## src/rtl/matrix_loader.sv

```systemverilog
// Fetches NUM_ROWS 64-bit words over an Avalon-MM read master and unpacks each
// word, least-significant byte first, into the FIFO selected by its row index.
module matrix_loader #(
  parameter int          NUM_ROWS   = 9,
  parameter logic [31:0] BASE_ADDR  = 32'h0,
  parameter int          DATA_WIDTH = 8
) (
  input  logic                  clk,
  input  logic                  rst_n,
  input  logic                  start,
  output logic                  busy,
  output logic                  done,
  output logic [31:0]           avm_address,
  output logic                  avm_read,
  input  logic [63:0]           avm_readdata,
  input  logic                  avm_readdatavalid,
  input  logic                  avm_waitrequest,
  output logic [NUM_ROWS-1:0]   fifo_wrreq,
  output logic [DATA_WIDTH-1:0] fifo_data,
  input  logic [NUM_ROWS-1:0]   fifo_full
);

  localparam int ROW_W = (NUM_ROWS > 1) ? $clog2(NUM_ROWS) : 1;
  localparam logic [ROW_W-1:0] LAST_ROW = ROW_W'(NUM_ROWS - 1);

  typedef enum logic [2:0] {
    S_IDLE,
    S_REQ,
    S_WAIT,
    S_UNPACK,
    S_DONE
  } state_t;

  state_t            r_state;
  state_t            w_state_next;
  logic [ROW_W-1:0]  r_row;
  logic [ROW_W-1:0]  w_row_next;
  logic [2:0]        r_byte;
  logic [2:0]        w_byte_next;
  logic [63:0]       r_hold;
  logic              r_avm_read;
  logic              w_avm_read_next;
  logic [31:0]       r_avm_address;
  logic [31:0]       w_avm_address_next;
  logic              w_write;
  logic [7:0]        w_byte_val;

  assign w_write    = (r_state == S_UNPACK) && !fifo_full[r_row];
  assign w_byte_val = r_hold[{r_byte, 3'b000} +: 8];

  always_comb begin
    w_state_next       = r_state;
    w_row_next         = r_row;
    w_byte_next        = r_byte;
    w_avm_read_next    = r_avm_read;
    w_avm_address_next = r_avm_address;
    case (r_state)
      S_IDLE, S_DONE: begin
        if (start) begin
          w_state_next       = S_REQ;
          w_row_next         = '0;
          w_byte_next        = '0;
          w_avm_read_next    = 1'b1;
          w_avm_address_next = BASE_ADDR;
        end
      end
      S_REQ: begin
        if (!avm_waitrequest) begin
          w_state_next    = S_WAIT;
          w_avm_read_next = 1'b0;
        end
      end
      S_WAIT: begin
        if (avm_readdatavalid) begin
          w_state_next = S_UNPACK;
          w_byte_next  = '0;
        end
      end
      S_UNPACK: begin
        // Counters only advance on cycles where the byte actually went out
        if (w_write) begin
          w_byte_next = r_byte + 3'd1;
          if (r_byte == 3'd7) begin
            if (r_row == LAST_ROW) begin
              w_state_next = S_DONE;
            end else begin
              w_state_next       = S_REQ;
              w_row_next         = r_row + ROW_W'(1);
              w_avm_read_next    = 1'b1;
              w_avm_address_next = BASE_ADDR + 32'(r_row) + 32'd1;
            end
          end
        end
      end
      default: begin
        w_state_next    = S_IDLE;
        w_avm_read_next = 1'b0;
      end
    endcase
  end

  always_ff @(posedge clk or negedge rst_n) begin
    if (!rst_n) begin
      r_state       <= S_IDLE;
      r_row         <= '0;
      r_byte        <= '0;
      r_avm_read    <= 1'b0;
      r_avm_address <= BASE_ADDR;
    end else begin
      r_state       <= w_state_next;
      r_row         <= w_row_next;
      r_byte        <= w_byte_next;
      r_avm_read    <= w_avm_read_next;
      r_avm_address <= w_avm_address_next;
    end
  end

  // Only a response to our own outstanding read may load the holding register
  always_ff @(posedge clk or negedge rst_n) begin
    if (!rst_n) begin
      r_hold <= '0;
    end else if (r_state == S_WAIT && avm_readdatavalid) begin
      r_hold <= avm_readdata;
    end
  end

  always_comb begin
    fifo_wrreq = '0;
    if (w_write) begin
      fifo_wrreq[r_row] = 1'b1;
    end
  end

  assign fifo_data   = (r_state == S_UNPACK) ? DATA_WIDTH'(w_byte_val) : '0;
  assign avm_read    = r_avm_read;
  assign avm_address = r_avm_address;
  assign busy        = (r_state == S_REQ) || (r_state == S_WAIT) || (r_state == S_UNPACK);
  assign done        = (r_state == S_DONE);

endmodule

```

## config.mk

```make
export PLATFORM = sky130hd
export DESIGN_NAME = matrix_loader
export DESIGN_NICKNAME = d
export VERILOG_FILES = /design/src/rtl/matrix_loader.sv
export SDC_FILE = /design/constraint.sdc
export NUM_CORES = 1
export LEC_CHECK = 0
export CAP_MARGIN = 15
export CORE_MARGIN = 2
export CORE_UTILIZATION = 28
export DETAILED_ROUTE_END_ITERATION = 16
export GPL_TIMING_DRIVEN = 0
export PLACE_DENSITY_LB_ADDON = 0.25
export SYNTH_ARGS = -nofsm -noshare
export SYNTH_HDL_FRONTEND = slang
export SYNTH_SLANG_ARGS = --single-unit
```

## constraint.sdc

```tcl
create_clock -name clk -period 2.4 [get_ports clk]
set_input_delay 0.36 -clock clk [delete_from_list [all_inputs] [get_ports clk]]
set_output_delay 0.36 -clock clk [all_outputs]
set_load 0.01 [all_outputs]
```

==> results.sh <==
export IMPL_status="complete, but fails checks"
export IMPL_failed_checks="setup timing"
export IMPL_fillCellCount=1355
export IMPL_first_pass_iters=6
export IMPL_routed_wl_um=10080
export IMPL_clock_latency_ps=340
export IMPL_routed_via_count=2887
export IMPL_finalSetupViolations=9
export IMPL_crit_type="reg -> out"
export IMPL_pwr_share_comb_pct=44.5
export IMPL_tightest_slew_ps=634.3
export IMPL_rows=43
export IMPL_synth_top_family_by_area="multiplexers"
export IMPL_max_freq_mhz=383.9
export IMPL_arrival_ps=2240
export IMPL_cp_cell_sequence="buf_6 -> mux2_4 -> a211o_1 -> o22ai_2 -> buf_4 -> nand2_4 -> nor4b_2 -> buf_2"
export IMPL_slew_headroom_pct=57.72
export IMPL_slowest_delay_ps=390
export IMPL_fin_area_um2=5746
export IMPL_overflow=0
export IMPL_antenna_found_initial=0
export IMPL_p_int_mw=3.785
export IMPL_synth_edf_count=0
export IMPL_cap_violations=0
export IMPL_synthSimpleGateAreaFrac_pct=6.052
export IMPL_whs_ps=399.7
export IMPL_syn_area_um2=3990
export IMPL_synth_fa_ha_area_share_pct=1.881
export IMPL_worstSetupStartpointType="flop"
export IMPL_ys_top_cells_by_area="dfrtp_1 (48%), mux2_2 (19%), mux4_2 (9.0%), buf_4 (5.1%), mux2i_1 (2.5%)"
export IMPL_path_clk_slew_ps=60
export IMPL_worstPathRequired_ps=2040
export IMPL_vias_per_cell=4.525
export IMPL_io_pins=130
export IMPL_cts_made_buffers=9
export IMPL_async_flop_share_pct=100.0
export IMPL_setup_tns_final_ps=-1349
export IMPL_ant_nets=0
export IMPL_h_tree_depth=3
export IMPL_fin_crit_sh_pct=108.5
export IMPL_area_growth_pct=43.99
export IMPL_start_util_pct=28.75
export IMPL_grt_first_pass_wirelength_um=15220
export IMPL_yosys_cell_types_count=44
export IMPL_clkPwrFrac_pct=22.1
export IMPL_synth_mux_area_share_pct=31.11
export IMPL_wl_per_cell_um=15.80
export IMPL_finalMaxSlewViolations=0
export IMPL_place_hpwl_um=7357
export IMPL_multi_input_area_um2=1907
export IMPL_p_leak_nw=2.695
export IMPL_gp_congestion=0.7637
export IMPL_core_area_um2=13880
export IMPL_synthFlopType="dfrtp_1"
export IMPL_port_buffers=102
export IMPL_fin_ws_ps=-204.9
export IMPL_skew_ps=9.656
export IMPL_grt_use_total_pct=13.32
export IMPL_synthCells=301
export IMPL_yosys_warnings=0
export IMPL_clock_path_buffers=2
export IMPL_nets=537
export IMPL_chipHeight_um=123.4
export IMPL_clkSinkCount=76
export IMPL_drcViolationCount=0
export IMPL_hold_class="in -> async"
export IMPL_insertedDiodeCount=0
export IMPL_dpl_instance_area_um2=5359
export IMPL_drtIter0Drc=79
export IMPL_peakVddDrop_uv=330.1
export IMPL_synth_xor_area_share_pct=0
export IMPL_first_global_vias=2920
export IMPL_clockRootBuffer="clkbuf_16"
export IMPL_worst_path_max_fanout=6
export IMPL_netSwitchingFraction_pct=32.62
export IMPL_synth_compound_area_share_pct=5.394
export IMPL_drive_above_1_share_pct=39.30
export IMPL_p_seq_share_pct=33.4
export IMPL_synth_seq_area_share_pct=47.66
export IMPL_avgSynthCellArea_um2=13.26
export IMPL_critPathCaptureType="output pin"
export IMPL_synth_seq_cells=76
export IMPL_rsz0062_at_grt="yes"
export IMPL_hold_violations=0
export IMPL_synth_top_area_share_pct=47.66
export IMPL_cts_tree="done"
export IMPL_finalCriticalPeriod_ps=2605
export IMPL_crit_slowest_cell="dfrtp_1"
export IMPL_regArea_um2=1903
export IMPL_die_area_um2=15220
export IMPL_p_per_area_nw_per_um2=977.7
export IMPL_die_w_um=123.4
export IMPL_switchingPower_mw=1.832
export IMPL_grt_max_degree=67
export IMPL_yosysTopAreaCell="dfrtp_1"
## cell type report
| class | count | area share (%) |
|---|---|---|
| inverter | 6 | 0.3920 |
| tap | 180 | 3.920 |
| sequential | 76 | 33.12 |
| clock inverter | 5 | 0.4791 |
| buffer | 44 | 5.706 |
| timing repair buffer | 116 | 18.97 |
| multi-input combinational | 200 | 33.19 |
| clock buffer | 11 | 4.225 |
## registers in the layout (all words and copies together) (netlist names)
signal	cells
r_hold	64
r_byte	3
avm_read	1
avm_address	2
r_row	3
r_state	3
## cell usage after synthesis, types with 2 or more instances
cell type   n
buf_1       2
mux2i_1    10
a21o_1      2
nor2_1     12
o21ai_0     4
and3_1      8
nand3_1     4
clkbuf_1    6
nand2_1     9
nor2b_1     2
a22o_1      3
mux4_2     16
dfrtp_1    76
inv_1       6
nor3_1      4
mux2_2     68
ha_1        6
o22ai_1     2
buf_4      27
a21oi_1     2
buf_2       9
## cells in the final DEF, fill, tap and decap left out, types with 7 or more instances in the layout
cell             Yosys  routed
clkdlybuf4s50_1      0      84
dfrtp_1             76      75
mux2_2              68      68
buf_4               27      39
conb_1               1      27
mux4_2              16      16
buf_2                9      14
nor2_1              12      11
mux2i_1             10      10
clkbuf_16            0       9
nand2_1              9       8
and3_1               8       7
clkbuf_2             0       7
## worst paths after layout
path / endpoint / slack (ps) / from / cells after the start
worst max register to register: r_row[0]$_DFFE_PN0P_ / 180 / r_row[0]$_DFFE_PN0P_ / 7
max in group asynchronous: r_hold[1]$_DFFE_PN0P_ / 1420 / rst_n / 3
worst max-delay path: fifo_wrreq[0] / -200 / r_row[0]$_DFFE_PN0P_ / 8
worst min register to register: r_hold[27]$_DFFE_PN0P_ / 500 / r_hold[27]$_DFFE_PN0P_ / 1
worst min-delay path: r_hold[59]$_DFFE_PN0P_ / 400 / rst_n / 2
min in group clk: r_hold[27]$_DFFE_PN0P_ / 500 / r_hold[27]$_DFFE_PN0P_ / 1
## metrics by stage
stage               setup WS (ps)  instances  total power [mW]  utilization [%]
floorplan                   102.6        327             3.292                -
global placement            -1767        609             4.140            38.43
detailed placement         -650.5        610             4.195            38.61
CTS                        -195.9        634             5.603            41.15
global route               -261.1        638             5.956            41.39
finish                     -204.9        638             5.617            41.39
## power by group through the flow
stage,Clock [mW],Sequential (mW),Combinational [mW]
after floorplan,0,1.81,1.49
after global placement,0,1.85,2.29
after detailed placement,0,1.87,2.33
after CTS,1.28,1.88,2.45
after global routing,1.33,1.92,2.70
final,1.24,1.88,2.50
## metal layers
metal  vias to the layer above  wire length, µm  global-route usage, %
li1                       1346                -                      -
met1                      1415             4292                  16.37
met2                       117             4756                  22.42
met3                         9              922                  4.336
met4                         0              111                  3.622
met5                         -                0                      0
## worst max-delay path, delay by kind of cell, from the launching register on
family | cells | cell delay, ps
compound gates | 2 | 480
buf+inv | 3 | 470
flops | 1 | 390
mux | 1 | 290
simple gates | 2 | 280
## what timing repair did
item	4_1_cts	5_1_grt
hold buffers	1	0
endpoints found under the hold margin	10	0
buffers inserted	8	4
pin swaps	4	3
resized for setup	62	19
setup endpoints to repair	17	17
## cells by family (layout without fill, tap and decap cells)
logic type,Yosys count,in the layout
AND/OR/NAND/NOR,46,46
flip-flops,76,76
multiplexers,95,95
buffers and inverters,51,182
adder cells (fa/ha/maj),6,6
other,1,27
AO/OA/AOI/OAI,26,26
(Power assumes the default switching activity.)
